[src/rtl/serial_shift_right_pkg.sv]
// Shared types and sizing helpers for the serial right shifter.
// Imported by the interface, the step slice and the top.
package shift_pkg;

    typedef enum logic [1:0] {
        IDLE,
        SHIFT,
        DONE
    } state_t;

    localparam int unsigned NBITS_DEFAULT = 32;

    function automatic int unsigned shamt_bits(input int unsigned n);
        return $clog2(n);
    endfunction

endpackage

[src/rtl/serial_shift_right_if.sv]
// Operand and result handshakes of the serial right shifter, bundled as one interface.
// The slave modport is the shifter side; master is the producer/consumer side.
interface serial_shift_right_if
    import shift_pkg::*;
#(
    parameter int unsigned Nbits     = NBITS_DEFAULT,
    parameter int unsigned ShamtBits = shamt_bits(Nbits)
);

    logic                    in_valid;
    logic                    in_ready;
    logic signed [Nbits-1:0] In;
    logic [ShamtBits-1:0]    shamt;
    logic                    arith;
    logic                    out_valid;
    logic                    out_ready;
    logic signed [Nbits-1:0] Out;
    logic                    busy;

    modport slave (
        input  in_valid,
        input  In,
        input  shamt,
        input  arith,
        input  out_ready,
        output in_ready,
        output out_valid,
        output Out,
        output busy
    );

    modport master (
        output in_valid,
        output In,
        output shamt,
        output arith,
        output out_ready,
        input  in_ready,
        input  out_valid,
        input  Out,
        input  busy
    );

endinterface

[src/rtl/serial_shift_right_step.sv]
// Combinational one-position right shift; the vacated MSB takes the sign bit when arith is set.
module shift_right_step
    import shift_pkg::*;
#(
    parameter int unsigned Nbits = NBITS_DEFAULT
) (
    input  logic [Nbits-1:0] d,
    input  logic             arith,
    output logic [Nbits-1:0] q
);

    logic w_fill;

    always_comb begin
        w_fill = arith & d[Nbits-1];
        q      = {w_fill, d[Nbits-1:1]};
    end

endmodule

[src/rtl/serial_shift_right.sv]
// Multi-cycle right shifter: accepts an operand, shifts one position per clock and
// holds the result until the consumer takes it. No barrel shifter.
module serial_shift_right
    import shift_pkg::*;
#(
    parameter int unsigned Nbits     = NBITS_DEFAULT,
    parameter int unsigned ShamtBits = shamt_bits(Nbits)
) (
    input  logic                 clk,
    input  logic                 rst_n,
    serial_shift_right_if.slave  bus
);

    state_t               state_q, state_d;
    logic [Nbits-1:0]     data_q, data_d;
    logic [ShamtBits-1:0] cnt_q, cnt_d;
    logic                 mode_q, mode_d;
    logic [Nbits-1:0]     w_step;

    shift_right_step #(
        .Nbits (Nbits)
    ) u_step (
        .d     (data_q),
        .arith (mode_q),
        .q     (w_step)
    );

    always_ff @(posedge clk or negedge rst_n) begin
        if (!rst_n) begin
            state_q <= IDLE;
            data_q  <= '0;
            cnt_q   <= '0;
            mode_q  <= 1'b0;
        end else begin
            state_q <= state_d;
            data_q  <= data_d;
            cnt_q   <= cnt_d;
            mode_q  <= mode_d;
        end
    end

    always_comb begin
        state_d = state_q;
        data_d  = data_q;
        cnt_d   = cnt_q;
        mode_d  = mode_q;
        unique case (state_q)
            IDLE: begin
                if (bus.in_valid) begin
                    data_d  = bus.In;
                    cnt_d   = bus.shamt;
                    mode_d  = bus.arith;
                    state_d = (bus.shamt == '0) ? DONE : SHIFT;
                end
            end
            SHIFT: begin
                // cnt_q is never zero here, so the decrement cannot wrap.
                data_d = w_step;
                cnt_d  = cnt_q - ShamtBits'(1);
                if (cnt_q == ShamtBits'(1)) begin
                    state_d = DONE;
                end
            end
            DONE: begin
                if (bus.out_ready) begin
                    state_d = IDLE;
                end
            end
            default: begin
                state_d = IDLE;
            end
        endcase
    end

    always_comb begin
        bus.in_ready  = (state_q == IDLE);
        bus.out_valid = (state_q == DONE);
        bus.busy      = (state_q != IDLE);
        bus.Out       = data_q;
    end

endmodule
[src/flat_wrapper.sv]
// flat-port wrapper written by rule: the top's interface ports become plain ports
module serial_shift_right_flat import shift_pkg::*;
#(
    parameter int unsigned Nbits     = NBITS_DEFAULT,
    parameter int unsigned ShamtBits = shamt_bits(Nbits)
)
  (clk, rst_n, bus_in_valid, bus_In, bus_shamt, bus_arith, bus_out_ready, bus_in_ready, bus_out_valid, bus_Out, bus_busy);
  serial_shift_right_if #(.Nbits(Nbits), .ShamtBits(ShamtBits)) bus_i ();
  input  logic clk;
  input  logic rst_n;
  input wire logic [$bits(bus_i.in_valid)-1:0] bus_in_valid;
  input wire logic [$bits(bus_i.In)-1:0] bus_In;
  input wire logic [$bits(bus_i.shamt)-1:0] bus_shamt;
  input wire logic [$bits(bus_i.arith)-1:0] bus_arith;
  input wire logic [$bits(bus_i.out_ready)-1:0] bus_out_ready;
  output wire logic [$bits(bus_i.in_ready)-1:0] bus_in_ready;
  output wire logic [$bits(bus_i.out_valid)-1:0] bus_out_valid;
  output wire logic [$bits(bus_i.Out)-1:0] bus_Out;
  output wire logic [$bits(bus_i.busy)-1:0] bus_busy;
  assign bus_i.in_valid = bus_in_valid;
  assign bus_i.In = bus_In;
  assign bus_i.shamt = bus_shamt;
  assign bus_i.arith = bus_arith;
  assign bus_i.out_ready = bus_out_ready;
  assign bus_in_ready = bus_i.in_ready;
  assign bus_out_valid = bus_i.out_valid;
  assign bus_Out = bus_i.Out;
  assign bus_busy = bus_i.busy;
  serial_shift_right #(.Nbits(Nbits), .ShamtBits(ShamtBits)) u_core (.clk(clk), .rst_n(rst_n), .bus(bus_i));
endmodule
[config.mk]
export PLATFORM = sky130hd
export DESIGN_NAME = serial_shift_right_flat
export DESIGN_NICKNAME = d
export VERILOG_FILES = /design/src/rtl/serial_shift_right_pkg.sv /design/src/rtl/serial_shift_right_if.sv /design/src/rtl/serial_shift_right_step.sv /design/src/rtl/serial_shift_right.sv /design/src/flat_wrapper.sv
export SDC_FILE = /design/constraint.sdc
export NUM_CORES = 1
export LEC_CHECK = 0
export BUFFER_PORTS_ARGS = -buffer_cell sky130_fd_sc_hd__buf_2
export CAP_MARGIN = 20
export CORE_MARGIN = 2
export CORE_UTILIZATION = 46
export DETAILED_ROUTE_END_ITERATION = 12
export PLACE_DENSITY = 0.71
export SLEW_MARGIN = 0
export SYNTH_ARGS = -nofsm -noshare
export SYNTH_HDL_FRONTEND = slang
export SYNTH_HIERARCHICAL = 1
export SYNTH_SLANG_ARGS = --single-unit
[constraint.sdc]
create_clock -name clk -period 1.8 [get_ports clk]
set_input_delay 0.36 -clock clk [delete_from_list [all_inputs] [get_ports clk]]
set_output_delay 0.36 -clock clk [all_outputs]
set_load 0.01 [all_outputs]
==> run metrics, run 1 <==
CTS resizes=0; crit path launch type=flip-flop; port buffer count=76; Site Rows=25; placed cell areas=2430 µm²; fmax=597 MHz; largest net degree at the start of global routing=33; Slew @ Worst Pin=0.510 ns; worst rel slew slack=0.660; Final Wtd Congestion=0.880; Syn-to-layout area delta=12.9%; Pwr Total=4.45 mW; Switch Pwr=1.79 mW; PwrDens=~1800 nW/µm²; flops & latches, synth=40; CTS tree=done; share of cells above drive strength 1=0.354; clk buf depth=2; Die Height=between 70 and 80 µm; Worst Setup End Kind=output pin; Syn Nets=269; Setup Crit Path Kind=reg2out; Avg WL per Cell=12.9 µm; Leak Pwr=between 1 and 1.5 nW; DP Worst Slack=roughly 0.27 ns; Post-synth EDFFs=0; post-detail-place hpwl=roughly 3100 µm; Crit Path Max Fanout=13; setup ws final=0.125 ns; Gate power share=0.489; Hold/Removal Path Class=in2async; Worst Reg2Reg Path Length in Cells=4; Mapped Cells=225; final slew viol count=0; status=completed; CP arrival=between 1 and 1.5 ns; post-CTS setup buffers=0; Seq/Total Area, Yosys=0.451; initial antenna violation count=0; # fillers=between 400 and 500; grt total ovfl=0; yosys warns=6; initial core utilization=0.473; drt first pass iters=4; drt via density=just over 5; num ports=77; syn avg cell area=roughly 9.9 µm²; worst reg2reg endpoint=u_core/bus.Out[7]$_DFFE_PN0P_; Core Box Area=~4700 µm²; post-route ant nets=0; Int Pwr=2.66 mW; CTS buffer count=5; DRC errors left=0; asr flop ratio synth=1.00; share of power burned in registers=0.388; Reg clk slew, reported paths=~0.07 ns; Nets=around 320; vias in the first global route=1547; most frequent cells in the layout=buf_2 (76), dfrtp_1 (39), nand2_1 (34), mux2i_1 (32), o21ai_1 (27); Mapped Area=2220 µm²; H-tree levels=2; period utilization=0.931; Root Driver=clkbuf_8; initial DRC count=76; Max VDD drop=0.000728 V; DIE WIDTH=about 73 µm; Finish-stage setup viols=0; clock network fraction of total power=0.123; ys flop type=dfrtp_1; die area=5390 µm²; CTS sink cnt=40; RR Startpoint=u_core/state_q[0]$_DFFE_PN0P_; Final Cell Area=~2500 µm²; R2R Setup Slk=0.40 ns; Synth cell types=31; global-route wire length before repair=6950 µm; Net Sw Frac=0.401; fin util=0.534; commonest non-fill, non-tap cell in the layout=buf_2; ANT cells=0; GRT Overall Usage=0.169; Max-cap violations=0; RSZ-0062 raised after global routing=false; hold buffer count at cts=0; Final Skew=0.00518 ns; WP data required=1.44 ns; via count=1640; final WL=4190 µm; worst skew pair latency=roughly 0.28 ns; Final Hold Fails=0; Setup TNS=0 ns; min cycle time layout=1.68 ns
## metal layers
metal / share of wire / wire length, µm / global-route usage / vias up
li1: - / - / - / 824
met1: 0.44 / 1830 / 0.213 / 758
met2: 0.48 / 2010 / 0.270 / 50
met3: 0.064 / 268 / 0.0521 / 8
met4: 0.020 / 84 / 0.0707 / 0
met5: 0 / 0 / 0 / -
## through the flow
| stage | cells | hold WS, ns |
|---|---|---|
| floorplan | 225 | 0.0644 |
| global placement | 318 | 0.357 |
| detailed placement | 318 | 0.367 |
| CTS | 325 | 0.0475 |
| global route | 325 | 0.0659 |
| finish | 325 | 0.0363 |
## how the worst max path moves through the flow
stage | startpoint | to | slack, ns | depth (start not counted)
detailed placement | u_core/state_q[0]$_DFFE_PN0P_ | u_core/bus.Out[5]$_DFFE_PN0P_ | 0.27 | 4
CTS | u_core/state_q[0]$_DFFE_PN0P_ | bus_in_ready | 0.04 | 3
global placement | u_core/state_q[0]$_DFFE_PN0P_ | u_core/bus.Out[6]$_DFFE_PN0P_ | 0.32 | 4
global route | u_core/state_q[0]$_DFFE_PN0P_ | bus_in_ready | 0.05 | 3
floorplan | u_core/state_q[0]$_DFFE_PN0P_ | bus_in_ready | 0.44 | 3
finish | u_core/state_q[0]$_DFFE_PN0P_ | bus_in_ready | 0.12 | 3
## Yosys cell counts, types with 2 or more instances
cell type / n / share of area
dfrtp_1: 40 / 0.45
buf_4: 34 / 0.12
nand2_1: 34 / 0.058
mux2i_1: 32 / 0.14
o21ai_1: 27 / 0.061
o21ai_0: 7 / 0.016
buf_2: 4 / 0.0090
inv_1: 4 / 0.0068
nor2_1: 4 / 0.0068
nor3b_1: 4 / 0.014
a211oi_1: 3 / 0.010
a21oi_1: 3 / 0.0068
buf_6: 3 / 0.015
clkbuf_1: 3 / 0.0051
nor2b_1: 3 / 0.0085
nor3_1: 3 / 0.0068
ha_1: 2 / 0.011
xnor2_1: 2 / 0.0079
## worst max-delay path, cell delays in order, from the launching register on
cell and delay [ns]:
dfrtp_2 0.49, or2_2 0.33, inv_1 0.08, buf_2 0.13
## cell families (layout without fill, tap and decap cells)
kind of cell             Yosys count  after routing  share of synthesized area
AO/OA/AOI/OAI                     46             46                      0.118
XOR/XNOR                           2              2                    0.00790
adder cells (fa/ha/maj)            2              2                     0.0113
buffers and inverters             48             94                      0.151
flip-flops                        40             40                      0.451
multiplexers                      33             33                      0.149
AND/OR/NAND/NOR                   54             54                      0.111
## area by class of cell
cell class	count	area [µm²]	area share
sequential	40	1000	0.400
multi-input combinational	137	897	0.358
timing repair buffer	83	445	0.178
clock buffer	6	72.6	0.0290
tap	54	67.6	0.0270
inverter	4	15.0	0.00599
clock inverter	1	5.00	0.00200
## state kept, by name, summed over array words and instances (netlist names)
signal / count
u_core/bus.Out: 32
u_core/state_q: 2
u_core/cnt_q: 5
u_core/mode_q: 1
## power by group through the flow
stage	logic (mW)	clock network, mW	registers [mW]
floorplan	1.85	0	1.83
finish	2.17	0.548	1.73
global route	2.45	0.608	1.80
CTS	2.20	0.577	1.73
detailed placement	2.21	0	1.74
global placement	2.15	0	1.74
Note: power is estimated with default switching activity, not from simulation.
==> run 2, diff against run 1 <==
- CTS_BUF_LIST: not set -> sky130_fd_sc_hd__clkbuf_2
- CTS_CLUSTER_DIAMETER: not set -> 80
==> run metrics, run 2 (synthesis results as in run 1) <==
Net Sw Frac=0.416; via count=1667; Worst Setup End Kind=output pin; Setup crit start=u_core/state_q[1]$_DFFE_PN0P_; Crit Path Max Fanout=6; share of cells above drive strength 1=0.374; Int Pwr=2.53 mW; ANT cells=0; Syn-to-layout area delta=13.5%; status=completed; met3 Use GR=0.0521; largest net degree at the start of global routing=33; Avg WL per Cell=13.1 µm; Final Wtd Congestion=a little under 0.9; CP arrival=1.35 ns; num ports=77; # fillers=436; Final Cell Area=~2500 µm²; Slew @ Worst Pin=0.517 ns; period utilization=0.951; vias in the first global route=~1600; worst skew pair latency=about 0.38 ns; worst rel slew slack=0.655; FF/Latch Area=between 1000 and 1500 µm²; CTS tree=done; Finish-stage setup viols=0; initial antenna violation count=0; Switch Pwr=roughly 1.8 mW; post-route ant nets=0; WP data required=1.44 ns; drt first pass iters=4; Max-cap violations=0; DIE WIDTH=73.4 µm; final WL=4340 µm; clk buf depth=2; H-tree levels=2; min cycle time layout=roughly 1.7 ns; global-route wire length before repair=7120 µm; commonest non-fill, non-tap cell in the layout=buf_2; RR Startpoint=u_core/state_q[0]$_DFFE_PN0P_; DRC errors left=0; Core Box Area=roughly 4700 µm²; post-detail-place hpwl=3090 µm; Hold/Removal Path Class=in2reg; initial DRC count=85; grt total ovfl=0; Min-Delay Startpoint=bus_arith; fmax=a little under 600 MHz; Die Height=~73 µm; Nets=approximately 320; CTS buffer count=5; Setup Crit Path Kind=reg2out; Site Rows=25; Final Hold Fails=0; PwrDens=approximately 1700 nW/µm²; CTS sink cnt=40; max reg flops=32; most frequent cells in the layout=buf_2 (76), dfrtp_1 (38), nand2_1 (34), mux2i_1 (32), o21ai_1 (27); multi-input logic area=897 µm²; Root Driver=clkbuf_2; Leak Pwr=1.35 nW; met2 Use GR=0.275; share of power burned in registers=0.391; Pwr Total=between 4 and 5 mW; Gate power share=0.523; GRT Overall Usage=0.174; GRT met1 Usage=0.219; port buffer count=76; initial core utilization=0.473; Reg clk slew, reported paths=0.18 ns; clock network fraction of total power=0.086; GRT busiest layer=met2; final slew viol count=0; drt via density=5.02; crit path launch type=flip-flop; placed cell areas=2430 µm²; Max VDD drop=0.000734 V; Final Skew=0.0114 ns; die area=5390 µm²
## run 2: worst paths after layout
path	to	slack, ns	cells past startpoint
hold / removal	u_core/mode_q$_DFFE_PN0P_	0.20	2
max in group asynchronous	u_core/cnt_q[4]$_DFFE_PN0P_	0.72	3
setup / recovery	bus_in_ready	0.09	3
setup reg to reg	u_core/bus.Out[7]$_DFFE_PN0P_	0.25	6
min in group asynchronous	u_core/bus.Out[27]$_DFFE_PN0P_	0.45	2
hold reg to reg	u_core/bus.Out[6]$_DFFE_PN0P_	0.53	2
## run 2: what timing repair did
action,in CTS,in global routing
hold buffers,1,0
endpoints found under the hold margin,21,0
setup endpoints to repair,2,1
resized for setup,2,0
setup buffers,2,4
## run 2: metal layers
metal	up-vias	part of all wire
met1	776	0.45
met2	49	0.48
met3	6	0.059
met5	-	0
met4	0	0.016
li1	836	-
## run 2: area by class of cell
class / count / share of cell area
clock buffer: 6 / 0.0119
clock inverter: 1 / 0.00199
inverter: 4 / 0.00596
multi-input combinational: 137 / 0.356
sequential: 40 / 0.398
tap: 54 / 0.0268
timing repair buffer: 90 / 0.199
## run 2: per-stage QoR
stage / hold slack, ns / utilization / cells / worst slack (ns) / setup TNS (ns)
after floorplan: 0.0644 / - / 225 / 0.443 / 0
after global placement: 0.357 / 0.517 / 318 / 0.325 / 0
after detailed placement: 0.367 / 0.517 / 318 / 0.274 / 0
after CTS: 0.166 / 0.530 / 328 / 0.0156 / 0
after global routing: 0.150 / 0.537 / 332 / -0.0253 / -0.0253
final: 0.202 / 0.537 / 332 / 0.0887 / 0
## run 2: power by group through the flow
| stage | sequential (mW) | clock [mW] | combinational (mW) |
|---|---|---|---|
| after floorplan | 1.83 | 0 | 1.85 |
| after global placement | 1.74 | 0 | 2.15 |
| after detailed placement | 1.74 | 0 | 2.21 |
| after CTS | 1.70 | 0.392 | 2.26 |
| after global routing | 1.77 | 0.435 | 2.54 |
| final | 1.69 | 0.375 | 2.26 |
## run 2: critical path, stage by stage, from the launching register on
cell and delay, ns:
dfrtp_2 0.48, or2_2 0.29, inv_1 0.09, buf_2 0.13
==> run 3, diff against run 2 <==
- ABC_AREA: not set -> 1
==> run metrics, run 3 <==
status=completed; Syn Nets=330; GRT Overall Usage=0.177; top cell type's share of synthesized area=0.438; Pwr Total=4.98 mW; Nets=373; initial DRC count=114; post-detail-place hpwl=3280 µm; Leak Pwr=1.31 nW; fin util=0.542; initial core utilization=0.481; Final Hold Fails=0; Finish-stage setup viols=0; Mapped Area=about 2300 µm²; max reg flops=32; largest net degree at the start of global routing=51; Core Box Area=4750 µm²; fin cells=397; Hold/Removal Path Class=in2reg; Worst Reg2Reg Path Length in Cells=6; most frequent cells in the layout=nand2_1 (92), buf_2 (76), dfrtp_1 (40), nand3_1 (38), o21a_1 (32); R2R Setup Slk=approximately 0.23 ns; asr flop ratio synth=1.00; worst hold path endpoint=u_core/mode_q$_DFFE_PN0P_; worst skew pair latency=between 0.3 and 0.4 ns; fmax=611 MHz; placed cell areas=2490 µm²; RR Startpoint=u_core/state_q[1]$_DFFE_PN0P_; Root Driver=clkbuf_2; final WL=~4700 µm; grt total ovfl=0; initial antenna violation count=0; commonest non-fill, non-tap cell in the layout=nand2_1; DIE WIDTH=74.5 µm; GRT busiest layer=met2; via count=1908; Site Rows=25; count leader, synth=nand2_1; Die Height=74.5 µm; Seq/Total Area, Yosys=0.438; GRT met1 Usage=0.239; yosys warns=6; Max VDD drop=approximately 0.0012 V; Crit Path Max Fanout=6; ys flop type=dfrtp_1; post-route ant nets=0; num ports=77; CP peak stage delay=between 0.5 and 0.6 ns; Setup Crit Path Kind=reg2out; DRC errors left=0; Post-synth EDFFs=0; final slew viol count=0; drt first pass iters=4; PwrDens=about 1900 nW/µm²; Avg WL per Cell=11.7 µm; vias in the first global route=~1800; Final Wtd Congestion=approximately 0.76; die area=between 5000 and 6000 µm²; Worst path slowest cell=dfrtp_1; clk buf depth=2; Mapped Cells=about 290; Max-cap violations=0; Slew @ Worst Pin=between 0.4 and 0.5 ns; period utilization=0.909; worst reg2reg endpoint=u_core/bus.Out[30]$_DFFE_PN0P_; Cell Chain, Critical Path=nor2_4, inv_1, buf_2; crit path launch type=flip-flop; drt via density=4.81; Reg clk slew, reported paths=0.19 ns; H-tree levels=2; CTS sink cnt=40; port buffer count=76; Buf/Inv on CP=2; RSZ-0062 raised after global routing=false; share of cells above drive strength 1=0.288; Crit path max-delay family=flip-flops; Final Skew=0.0172 ns; Final Cell Area=2580 µm²; met2 Use GR=0.278; hold path cells=3; Synth area leader=dfrtp_1; CTS tree=done; Min-Delay Startpoint=bus_arith; commonest cells in the netlist=nand2_1 (92), dfrtp_1 (40), nand3_1 (38), buf_4 (34), o21a_1 (32); worst rel slew slack=0.678; WP data required=1.44 ns; CTS buffer count=5; Placed Cells=388; flops & latches, synth=40; min cycle time layout=1.64 ns; Syn-to-layout area delta=12.7%; CP arrival=1.28 ns; global-route wire length before repair=7590 µm; met3 Use GR=0.0393; largest cells by area after synthesis=dfrtp_1 (44%), nand2_1 (15%), buf_4 (11%); ANT cells=0; Synth cell types=19; Setup TNS=0 ns; syn avg cell area=8.00 µm²; Worst Setup End Kind=output pin
-- run 3: cell type report --
cell class	instances	area [µm²]
fillers	503	2180
flip-flops and latches	40	1000
multi-input cells	186	922
repair buffers	82	453
well taps	67	83.8
inverters	14	52.6
clock inverters	2	35.0
clock buffers	6	30.0
-- run 3: worst max path at each step --
stage                                       start                        endpoint  slack [ns]  cells after the start
global route        u_core/state_q[0]$_DFFE_PN0P_                        bus_busy        0.03                      3
detailed placement  u_core/state_q[1]$_DFFE_PN0P_  u_core/bus.Out[30]$_DFFE_PN0P_        0.28                      6
CTS                 u_core/state_q[0]$_DFFE_PN0P_                        bus_busy        0.01                      3
finish              u_core/state_q[0]$_DFFE_PN0P_                        bus_busy        0.16                      3
global placement    u_core/state_q[1]$_DFFE_PN0P_  u_core/bus.Out[29]$_DFFE_PN0P_        0.35                      6
floorplan           u_core/state_q[0]$_DFFE_PN0P_   u_core/bus.Out[0]$_DFFE_PN0P_        0.48                      5
-- run 3: cell families (layout without fill, tap and decap cells) --
kind of cell | Yosys count | in the layout | share of synthesized area
flops | 40 | 40 | 0.438
compound gates | 42 | 42 | 0.131
fa+ha+maj | 2 | 2 | 0.0109
simple gates | 142 | 142 | 0.258
buf+inv | 60 | 104 | 0.162
-- run 3: routing by layer --
| metal | wire length (µm) | part of all wire |
|---|---|---|
| met2 | 2100 | 0.45 |
| met4 | 60 | 0.013 |
| met1 | 2230 | 0.48 |
| met3 | 273 | 0.059 |
| met5 | 0 | 0 |
-- run 3: per-stage QoR --
step / setup WS (ns) / hold WS, ns
2_1_floorplan: 0.484 / 0.0644
3_3_place_gp: 0.348 / 0.346
3_5_place_dp: 0.284 / 0.348
4_1_cts: 0.0124 / 0.172
5_1_grt: 0.0270 / 0.192
6_report: 0.165 / 0.196
-- run 3: power breakdown --
part | internal, mW | total [mW] | switching [mW] | leakage [nW]
sequential | 1.37 | 1.76 | 0.387 | 0.458
clock | 0.239 | 0.526 | 0.286 | 0.0430
combinational | 1.16 | 2.69 | 1.54 | 0.806
-- run 3: what timing repair did --
| item | 4_1_cts | 5_1_grt |
|---|---|---|
| endpoints found under the setup margin | 0 | 2 |
| hold buffers | 1 | 0 |
| gates resized for setup | 0 | 2 |
| endpoints found under the hold margin | 19 | 0 |
| buffers inserted | 0 | 0 |
-- run 3: worst min-delay path, cell delays in order --
cell	delay (ns)
buf_2	0.08
nand3_1	0.07
nand2_1	0.06
